<file path="src/rtl/pc_fetch_stage.sv">
// -----------------------------------------------------------------------------
// pc_fetch_stage
//   Program counter and instruction register in front of the picoMIPS decoder.
//   The PC drives the program ROM address directly. The combinational ROM word
//   is captured into the IR. The decoder's PCincr/PCabsbranch/PCrelbranch
//   commands form the next PC. A taken branch discards the word already being
//   fetched, which leaves one bubble cycle.
//
// Ports
//   clk          in   system clock, rising-edge state updates
//   n_reset      in   asynchronous active-low reset
//   stall        in   hold every register this cycle
//   PCincr       in   decoder: advance sequentially
//   PCabsbranch  in   decoder: jump to Branchaddr (wins over PCrelbranch)
//   PCrelbranch  in   decoder: jump to ir_pc + Branchaddr
//   Branchaddr   in   absolute target or signed offset
//   prog_data    in   ROM word at prog_addr
//   prog_addr    out  fetch PC (combinational copy of the PC register)
//   instr        out  IR when valid, else {NOP_OPC, zeros}
//   opcode       out  top 6 bits of instr
//   ir_pc        out  address of the instruction held in the IR
//   instr_valid  out  IR holds a real instruction
//   branch_count out  saturating count of taken branches (PC_BRANCH_COUNT_EN)
//
// Build option
//   PC_BRANCH_COUNT_EN : adds the BCNT_WIDTH parameter and the branch_count port
// -----------------------------------------------------------------------------
// state     | meaning
// ST_EMPTY  | IR content is stale (after reset or in a branch bubble); decoder sees NOP
// ST_VALID  | IR holds the instruction at ir_pc; decoder commands are honoured
// -----------------------------------------------------------------------------
module pc_fetch_stage #(
   parameter int         PC_WIDTH    = 6,
   parameter int         INSTR_WIDTH = 20,
   parameter logic [5:0] NOP_OPC     = 6'b010000
`ifdef PC_BRANCH_COUNT_EN
   ,parameter int        BCNT_WIDTH  = 8
`endif
) (
   input  logic                   clk,
   input  logic                   n_reset,
   input  logic                   stall,
   input  logic                   PCincr,
   input  logic                   PCabsbranch,
   input  logic                   PCrelbranch,
   input  logic [PC_WIDTH-1:0]    Branchaddr,
   input  logic [INSTR_WIDTH-1:0] prog_data,
   output logic [PC_WIDTH-1:0]    prog_addr,
   output logic [INSTR_WIDTH-1:0] instr,
   output logic [5:0]             opcode,
   output logic [PC_WIDTH-1:0]    ir_pc,
   output logic                   instr_valid
`ifdef PC_BRANCH_COUNT_EN
   ,output logic [BCNT_WIDTH-1:0] branch_count
`endif
);

   typedef enum logic {
      ST_EMPTY = 1'b0,
      ST_VALID = 1'b1
   } state_t;

   localparam logic [PC_WIDTH-1:0] PC_ONE = {{(PC_WIDTH-1){1'b0}}, 1'b1};

   state_t                 r_state, w_state_nxt;
   logic [PC_WIDTH-1:0]    r_pc, w_pc_nxt;
   logic [PC_WIDTH-1:0]    r_ir_pc, w_ir_pc_nxt;
   logic [INSTR_WIDTH-1:0] r_ir, w_ir_nxt;
   logic                   w_valid;
   logic                   w_take_abs;
   logic                   w_take_rel;

   assign w_valid = (r_state == ST_VALID);

   // Decoder commands only mean something while the IR holds a real instruction.
   assign w_take_abs = !stall && w_valid && PCabsbranch;
   assign w_take_rel = !stall && w_valid && !PCabsbranch && PCrelbranch;

   always_comb begin
      w_state_nxt = r_state;
      w_pc_nxt    = r_pc;
      w_ir_pc_nxt = r_ir_pc;
      w_ir_nxt    = r_ir;
      if (w_take_abs) begin
         w_pc_nxt    = Branchaddr;
         w_state_nxt = ST_EMPTY;
      end else if (w_take_rel) begin
         // Offset is two's complement; the modular add gives the signed result.
         w_pc_nxt    = r_ir_pc + Branchaddr;
         w_state_nxt = ST_EMPTY;
      end else if (!stall && (!w_valid || PCincr)) begin
         w_ir_nxt    = prog_data;
         w_ir_pc_nxt = r_pc;
         w_pc_nxt    = r_pc + PC_ONE;
         w_state_nxt = ST_VALID;
      end
   end

   always_ff @(posedge clk or negedge n_reset) begin
      if (!n_reset) begin
         r_state <= ST_EMPTY;
         r_pc    <= '0;
         r_ir_pc <= '0;
         r_ir    <= '0;
      end else begin
         r_state <= w_state_nxt;
         r_pc    <= w_pc_nxt;
         r_ir_pc <= w_ir_pc_nxt;
         r_ir    <= w_ir_nxt;
      end
   end

   assign prog_addr   = r_pc;
   assign instr       = w_valid ? r_ir : {NOP_OPC, {(INSTR_WIDTH-6){1'b0}}};
   assign opcode      = instr[INSTR_WIDTH-1 -: 6];
   assign ir_pc       = r_ir_pc;
   assign instr_valid = w_valid;

`ifdef PC_BRANCH_COUNT_EN
   logic [BCNT_WIDTH-1:0] r_bcnt;
   logic                  w_taken;

   assign w_taken = w_take_abs || w_take_rel;

   always_ff @(posedge clk or negedge n_reset) begin
      if (!n_reset) begin
         r_bcnt <= '0;
      end else if (w_taken && (r_bcnt != {BCNT_WIDTH{1'b1}})) begin
         r_bcnt <= r_bcnt + {{(BCNT_WIDTH-1){1'b0}}, 1'b1};
      end
   end

   assign branch_count = r_bcnt;
`endif

endmodule
</file>
<file path="config.mk">
export PLATFORM = sky130hd
export DESIGN_NAME = pc_fetch_stage
export DESIGN_NICKNAME = d
export VERILOG_FILES = /design/src/rtl/pc_fetch_stage.sv
export SDC_FILE = /design/constraint.sdc
export NUM_CORES = 1
export LEC_CHECK = 0
export CAP_MARGIN = 20
export CORE_UTILIZATION = 39
export CTS_CLUSTER_SIZE = 28
export DETAILED_ROUTE_END_ITERATION = 6
export GPL_TIMING_DRIVEN = 0
export PLACE_DENSITY_LB_ADDON = 0.08
export RECOVER_POWER = 50
export SETUP_SLACK_MARGIN = 0.05
export SYNTH_ARGS = -nofsm -noshare
export SYNTH_HDL_FRONTEND = slang
export SYNTH_SLANG_ARGS = --single-unit
</file>
<file path="constraint.sdc">
create_clock -name clk -period 2.1 [get_ports clk]
set_clock_uncertainty 0.2 [all_clocks]
set_input_delay 0.525 -clock clk [delete_from_list [all_inputs] [get_ports clk]]
set_output_delay 0.525 -clock clk [all_outputs]
set_load 0.02 [all_outputs]
</file>
==> results of run 1 <==
worst paths after layout:
| path | end | slack, ns | cells after the start |
|---|---|---|---|
| max | opcode[2] | 0.05 | 5 |
| min reg2reg | r_ir[11]$_DFFE_PN0P_ | 0.28 | 1 |
| max reg2reg | prog_addr[4]$_DFFE_PN0P_ | 0.07 | 8 |
| min | ir_pc[5]$_DFFE_PN0P_ | 0.12 | 1 |
| max in group asynchronous | ir_pc[0]$_DFFE_PN0P_ | 1.01 | 1 |
| min in group clk | r_ir[11]$_DFFE_PN0P_ | 0.28 | 1 |
power by group through the flow:
stage	registers [mW]	clock network (mW)	logic, mW
6_report	1.10	0.522	2.13
4_1_cts	1.10	0.543	2.09
2_1_floorplan	1.20	0	1.14
5_1_grt	1.15	0.561	2.31
3_5_place_dp	1.11	0	2.08
3_3_place_gp	1.10	0	2.07
through the flow:
| step | setup slack [ns] | util [%] | TNS [ns] |
|---|---|---|---|
| 6_report | 0.0473 | 61.5 | 0 |
| 5_1_grt | -0.00727 | 61.5 | -0.00727 |
| 4_1_cts | 0.00963 | 60.6 | 0 |
| 3_5_place_dp | -0.719 | 57.5 | -18.67 |
| 3_3_place_gp | -0.697 | 57.6 | -32.45 |
| 2_1_floorplan | -0.0421 | - | -0.0421 |
cells in the final DEF, fill, tap and decap left out, drive strengths merged, types with 4 or more instances in the layout:
| cell | count |
|---|---|
| o21ai | 4 |
| xnor2 | 5 |
| dlygate4sd2 | 13 |
| nor2 | 9 |
| clkdlybuf4s50 | 25 |
| a21oi | 6 |
| buf | 48 |
| mux2 | 27 |
| nand2 | 8 |
| ha | 6 |
| and2 | 19 |
| inv | 6 |
| dfrtp | 33 |
| clkbuf | 12 |
final cells by class:
class                           count  area, um^2  area share (%)
Sequential cell                    33         827            28.5
Clock inverter                      1        5.00           0.172
Timing Repair Buffer               79         662            22.8
Inverter                            6        22.5           0.776
Tap cell                           67        83.8            2.89
Multi-Input combinational cell    116        1050            36.3
Clock buffer                        7        96.3            3.32
Buffer                             14         151            5.22
routing by layer:
layer	GRT usage, %	part of all wire, %
met1	23.4	48
met2	28.1	44
met3	5.56	6.6
met4	7.63	1.7
met5	0	0
state kept, by name (all words and copies together), names as in the netlist:
signal,flops
ir_pc,6
prog_addr,6
instr_valid,1
r_ir,20
cells in the mapped netlist (2+ instances only):
cell	count
sky130_fd_sc_hd__a211o_1	2
sky130_fd_sc_hd__a21oi_1	5
sky130_fd_sc_hd__and2_1	19
sky130_fd_sc_hd__buf_4	7
sky130_fd_sc_hd__buf_6	4
sky130_fd_sc_hd__clkbuf_1	2
sky130_fd_sc_hd__dfrtp_1	33
sky130_fd_sc_hd__ha_1	6
sky130_fd_sc_hd__inv_1	6
sky130_fd_sc_hd__mux2_1	13
sky130_fd_sc_hd__mux2_2	14
sky130_fd_sc_hd__nand2_1	7
sky130_fd_sc_hd__nand3_1	3
sky130_fd_sc_hd__nor2_1	8
sky130_fd_sc_hd__nor3_1	2
sky130_fd_sc_hd__o211ai_1	3
sky130_fd_sc_hd__o21ai_0	3
sky130_fd_sc_hd__o22ai_1	2
sky130_fd_sc_hd__xnor2_1	5
critical path, cell delays in order (launching register included):
cell and delay [ns]:
sky130_fd_sc_hd__dfrtp_1 0.40, sky130_fd_sc_hd__buf_6 0.16, sky130_fd_sc_hd__buf_8 0.13, sky130_fd_sc_hd__and2_4 0.13, sky130_fd_sc_hd__buf_6 0.10, sky130_fd_sc_hd__buf_6 0.12
kinds of logic after synthesis:
family	Yosys count	share of synthesized area (%)
flops	33	42.9
fa+ha+maj	7	4.94
mux	27	15.8
xor+xnor	6	2.73
compound gates	26	11.0
simple gates	50	15.7
buf+inv	20	6.90
repair_timing:
| item | 4_1_cts | 5_1_grt |
|---|---|---|
| gates cloned | 2 | 1 |
| pin swaps | 4 | 2 |
| endpoints found under the setup margin | 55 | 16 |
| gates resized for setup | 147 | 13 |
| buffers inserted | 7 | 0 |
==> metrics list, run 1 <==
- The flow ran to the end, and the final reports show no timing, DRC or antenna violations.
* Clock sinks: 33
- Via count of the first global-routing pass: approximately 1600
- Longest Clk Path Bufs: 2
* Full die area: 5220 um^2
- Number of placed instances with taps included: around 310
* TritonCTS clock tree: yes
- Count of vias placed by the detailed router: about 1600
* Internal Pwr Total: around 2.3 mW
- The clock reaches the later pin of the worst-skew pair after between 0.2 and 0.3 ns.
- Data arrives at the worst endpoint at ~1.3 ns.
* Drt first pass iters: 4
* Avg Vias per Cell: 4.85
- The share of synthesized area in the top cell type comes to between 40% and 50%.
* Top_reg_cell synth: sky130_fd_sc_hd__dfrtp_1
- Power after layout: 3.75 mW
- Clock share of power: around 14%
- Combinational logic is responsible for 56.7% of the overall power.
- Counting the fill cells in the layout gives about 410.
- The final layout contains routed wiring with a total length of roughly 4400 um.
- Net switching is 38.9% of the power.
- Net count of the mapped netlist: approximately 210
- For the pin with the worst max-slew slack, the measured transition is 0.806 ns.
* Count of flip-flops with a built-in enable after synthesis: 0
- The worst setup path is launched from a flip-flop.
* Worst Hold Slack: roughly 0.12 ns
* Max_cap viols: 0
- For this configuration, the core starts out at a cell density of between 40% and 50%.
- Clock period minus final worst setup slack: 2.05 ns
- Number of DRC markers after the initial detailed-route iteration: 44
* Flip-flop and latch count after synthesis: 33
- Post-synthesis to final-layout area growth: 50.9%
- Number of antenna cells inserted: 0
- The H-tree generated during clock tree synthesis spans 2 levels.
- Antenna violation net count after detailed routing: 0
* Wirelength per Cell: 13.5 um
- Classification of the worst-slack hold path: in -> async
* Total of buffers placed on input and output ports: 69
* Number of clock buffers inserted by TritonCTS: 5
- Standard cell core area: approximately 4700 um^2
- After synthesis, the share of flip-flops with an asynchronous set or reset is 100%.
* Die span in y: slightly above 70 um
- Post-route design area: ~2900 um^2
- Clock-pin slew was measured on the worst setup and hold paths at 0.07 ns.
- Start-to-end type of the worst setup path: reg -> out
* Mapped cell area: around 1900 um^2
- Nets: approximately 290
* Leak: around 1.3 nW
* Global placer's final weighted congestion: approximately 0.75
- In the synthesized netlist, the number of instances is about 170.
* Cell row count: 25
- The total overflow left after global routing is 0.
- Detailed placer's ending HPWL: a little over 3000 um
- Measured against its own limit, the worst slew margin works out to about 46%.
* Fraction of layout instances using a drive strength above 1: a little under two fifths
* Proportion of power drawn by flip-flops and latches: a little under 30%
- The root buffer cell chosen for the clock tree is sky130_fd_sc_hd__clkbuf_8.
- Setup repair after global routing could not meet its margin everywhere.
- The floorplan step set the die width to 72.2 um.
- Number of remaining DRC errors: 0
- Pwr/cell area: approximately 1300 nW/um^2
- The worst setup path is captured at an output port.
- Non-filler cells, final: ~320
- Reg-to-reg critical path startpoint: ir_pc[0]$_DFFE_PN0P_
- Sequential elements use about 43% of the synthesized area.
- Entering global routing, the biggest net connects 34 pins.
- Average cell area after synthesis: 11.4 um^2
* CTS hold repair buffers: 0
- 71 I/O pins were placed.
- The initial antenna violation count is 0.
* Distinct cells, synth: 44
- Global routing consumed, over all layers together, a little under a fifth of the routing resources.
- Dividing the final minimum period by the clock period gives between 90% and 100%.
* Final count of hold timing violations: 0
- STA puts the critical path data required time at 1.37 ns.
- Top cell type by total area after synthesis: sky130_fd_sc_hd__dfrtp_1
- Area after detailed placement: 2720 um^2
- The first global-routing pass estimated between 7000 and 8000 um of wire.
- The max-slew violation total from the final report is 0.
* Startpoint of the worst setup timing path: instr_valid$_DFFE_PN0P_
* Final setup violating endpoints: 0
- IR analysis of the VDD net gives a maximum drop of approximately 0.7 mV.
- In this run the worst path has a maximum fanout of 6.
* P_sw: between 1 and 1.5 mW
- During synthesis, Yosys emitted a total of 0 warnings.
* Highest attainable clock frequency: around 490 MHz
- Yosys attributes the largest share of cell area to sky130_fd_sc_hd__dfrtp_1 (43%), sky130_fd_sc_hd__mux2_2 (8.2%), sky130_fd_sc_hd__mux2_1 (7.6%), sky130_fd_sc_hd__and2_1 (6.2%), sky130_fd_sc_hd__ha_1 (3.9%).
Power figures use the tool's default switching activity.
==> run 2: changes to the inputs <==
--- a/config.mk
+++ b/config.mk
@@ -16,3 +16,4 @@
 export SYNTH_ARGS = -nofsm -noshare
 export SYNTH_HDL_FRONTEND = slang
 export SYNTH_SLANG_ARGS = --single-unit
+export TNS_END_PERCENT = 1
==> run 2 against run 1 <==
  * Setup slack worse by 0.016 ns
  * Wire length is 3.8% lower
  * Critical path depth stayed put
  * Sequential share of layout area is 0.22 points higher
  * Combinational power hardly changed
  * Final area is 0.78% lower
  * Critical path type unchanged
  * Largest cell class unchanged
  * Largest power group unchanged
==> metrics list, run 2 (same netlist as run 1, synthesis figures left out) <==
- Number of DRC markers after the initial detailed-route iteration: between 50 and 60
* Result of the run: finished clean
- Top-level port count: 71
- Via count of the first global-routing pass: 1499
- Pin count of the biggest net entering global routing: 34
- The area growth from synthesis to layout is 49.8%.
* Max_cap viols: 0
* Multi-input gate area: 1050 um^2
- Final worst-path cycle share: between 90% and 100%
* Number of placed instances with taps included: just over 300
* Placement-stage worst setup slack: -0.719 ns
- H-tree levels: 2
- Data required time of the worst path: 1.37 ns
* Total global-route track usage: around 17%
* Leak: between 1 and 1.5 nW
- Number of flip-flops in the largest register: 20
* Internal Pwr Total: 2.30 mW
- Global placer's final weighted congestion: 0.746
- Number of antenna cells inserted: 0
- Peak per-stage delay on the critical path: 0.41 ns
- Slew Limit Headroom: a little under half
* Total gr overflow: 0
- Initial core utilization: about two fifths
- Before antenna repair, the detailed router went through 4 iterations.
- Post-route design area: a little under 3000 um^2
- After layout, the design draws a total of 3.73 mW.
* Comb power frac: between 50 and 60%
- The worst register-to-register path begins at ir_pc[0]$_DFFE_PN0P_.
- Nets: roughly 290
- The later pin in the worst-skew pair is clocked with a latency of around 0.28 ns.
- Port buffering added about 70 buffers.
- Number of remaining DRC errors: 0
- Die W: 72.2 um
* Fin util: 61.0%
- STA classifies the critical path endpoint as an output port.
- Number of filler instances in the final layout: about 400
* Proportion of power drawn by flip-flops and latches: roughly 30%
- Summing all flip-flop and latch instances after layout gives approximately 830 um^2.
- Fraction of layout instances using a drive strength above 1: ~36%
- Commonest non-fill, non-tap cell in the layout: sky130_fd_sc_hd__dfrtp_1
- Die span in y: between 70 and 80 um
* Final setup violating endpoints: 0
* Final wirelength: about 4200 um
- Crit path max-delay cell type: sky130_fd_sc_hd__dfrtp_1
- In this run the clock root is driven by a sky130_fd_sc_hd__clkbuf_8.
* Longest Clk Path Bufs: 2
- Full die area: between 5000 and 6000 um^2
- Largest fanout of any net on the critical path: 10
- Wirelength per Cell: approximately 13 um
- STA puts the critical path data arrival time at 1.34 ns.
* Classification of the worst-slack hold path: in -> async
- In this run the worst setup path begins at instr_valid$_DFFE_PN0P_.
- Highest attainable clock frequency: ~480 MHz
* Slew at the pin closest to its max-slew limit: between 0.7 and 0.8 ns
* Count of vias placed by the detailed router: approximately 1500
* Cell row count: 25
- Fin Setup TNS: 0 ns
- CTS clock-pin slew for the worst setup and hold paths: about 0.070 ns
- Once placement finished, the instance area stood at between 2000 and 3000 um^2.
- Counting flops per register, the top entry is r_ir.
* Detailed placer's ending HPWL: between 3000 and 4000 um
- Non-filler cells, final: between 300 and 400
- Per report_power, the clock group accounts for around 14% of the total.
- In this run, CTS created clock tree buffers numbering 5.
- In this run the power density over the cells is ~1300 nW/um^2.
- Standard cell core area: ~4700 um^2
- Final-report max-slew violation count: 0
- Commonest cells after routing, fill and taps aside: sky130_fd_sc_hd__dfrtp_1 (32), sky130_fd_sc_hd__clkdlybuf4s50_1 (24), sky130_fd_sc_hd__buf_2 (19)
* Unrepaired setup endpoints after global routing: true
- The routed design could run at a clock period as short as 2.07 ns.
- The number of endpoints with negative hold slack in the final report was 0.
* P_sw: about 1.4 mW
- Setup slack after layout: around 0.032 ns
- Most frequent cell on the critical path: sky130_fd_sc_hd__buf_6
- Wire length of the first global-routing pass: between 6000 and 7000 um
* TritonCTS clock tree: yes
- Antenna violations before repair: 0
- Using the TritonRoute via totals, the vias-per-cell ratio works out to roughly 4.8.
- The worst setup path is launched from a flip-flop.
* List of cells traversed by the critical path: buf_6 -> buf_8 -> and2_4 -> buf_6 -> buf_6
- Of the total power, the share spent switching nets is approximately 39%.
* Worst Hold Slack: ~0.12 ns
* Start-to-end type of the worst setup path: reg -> out
- VDD sags by at most 0.729 mV.
* Antenna violation net count after detailed routing: 0
- Counting every sink on the clock net gives 33.
## run 2: cell types whose count changed in the layout (fill, tap and decap cells not counted), sizes merged
| cell | before | now |
|---|---|---|
| clkdlybuf4s15 | 1 | 0 |
| buf | 48 | 42 |
| clkbuf | 12 | 11 |
| dlygate4sd2 | 13 | 9 |
| clkdlybuf4s50 | 25 | 24 |
| dlymetal6s2s | 1 | 7 |
## run 2: routing by layer
metal / up-vias / track usage (%) / routed length, um
li1: 749 / - / -
met1: 721 / 22.1 / 1940
met2: 50 / 26.3 / 1830
met3: 7 / 5.56 / 334
met4: 0 / 7.63 / 75
met5: - / 0 / 0
## run 2: final cells by class
cell class	instances	share of cell area, %
Clock inverter	1	0.174
Tap cell	67	2.91
Buffer	14	5.39
Inverter	6	0.782
Timing Repair Buffer	72	22.2
Sequential cell	33	28.7
Multi-Input combinational cell	116	36.5
Clock buffer	7	3.34
## run 2: power groups by stage
stage | Clock (mW) | Combinational [mW] | Sequential [mW]
2_1_floorplan | 0 | 1.14 | 1.20
3_3_place_gp | 0 | 2.07 | 1.10
3_5_place_dp | 0 | 2.08 | 1.11
4_1_cts | 0.543 | 1.99 | 1.10
5_1_grt | 0.561 | 2.30 | 1.14
6_report | 0.518 | 2.11 | 1.10
## run 2: critical path, delay by kind of cell, from the launching register on
kind	cells	cell delay, ns
buffers and inverters	4	0.51
flip-flops	1	0.41
AND/OR/NAND/NOR	1	0.14
## run 2: what timing repair did
action / in CTS / in global routing
setup buffers: 0 / 1
endpoints found under the hold margin: 0 / 0
resized for setup: 126 / 32
hold buffers: 0 / 0
setup endpoints to repair: 55 / 50
cloned: 0 / 2
pin swaps: 3 / 3
## run 2: path summary, 6_finish.rpt
kind,end,slack (ns),depth (start not counted)
min in group clk,r_ir[18]$_DFFE_PN0P_,0.28,1
max in group asynchronous,ir_pc[0]$_DFFE_PN0P_,1.02,1
min reg2reg,r_ir[18]$_DFFE_PN0P_,0.28,1
min,ir_pc[5]$_DFFE_PN0P_,0.12,1
max reg2reg,prog_addr[4]$_DFFE_PN0P_,0.07,8
max,opcode[5],0.03,5
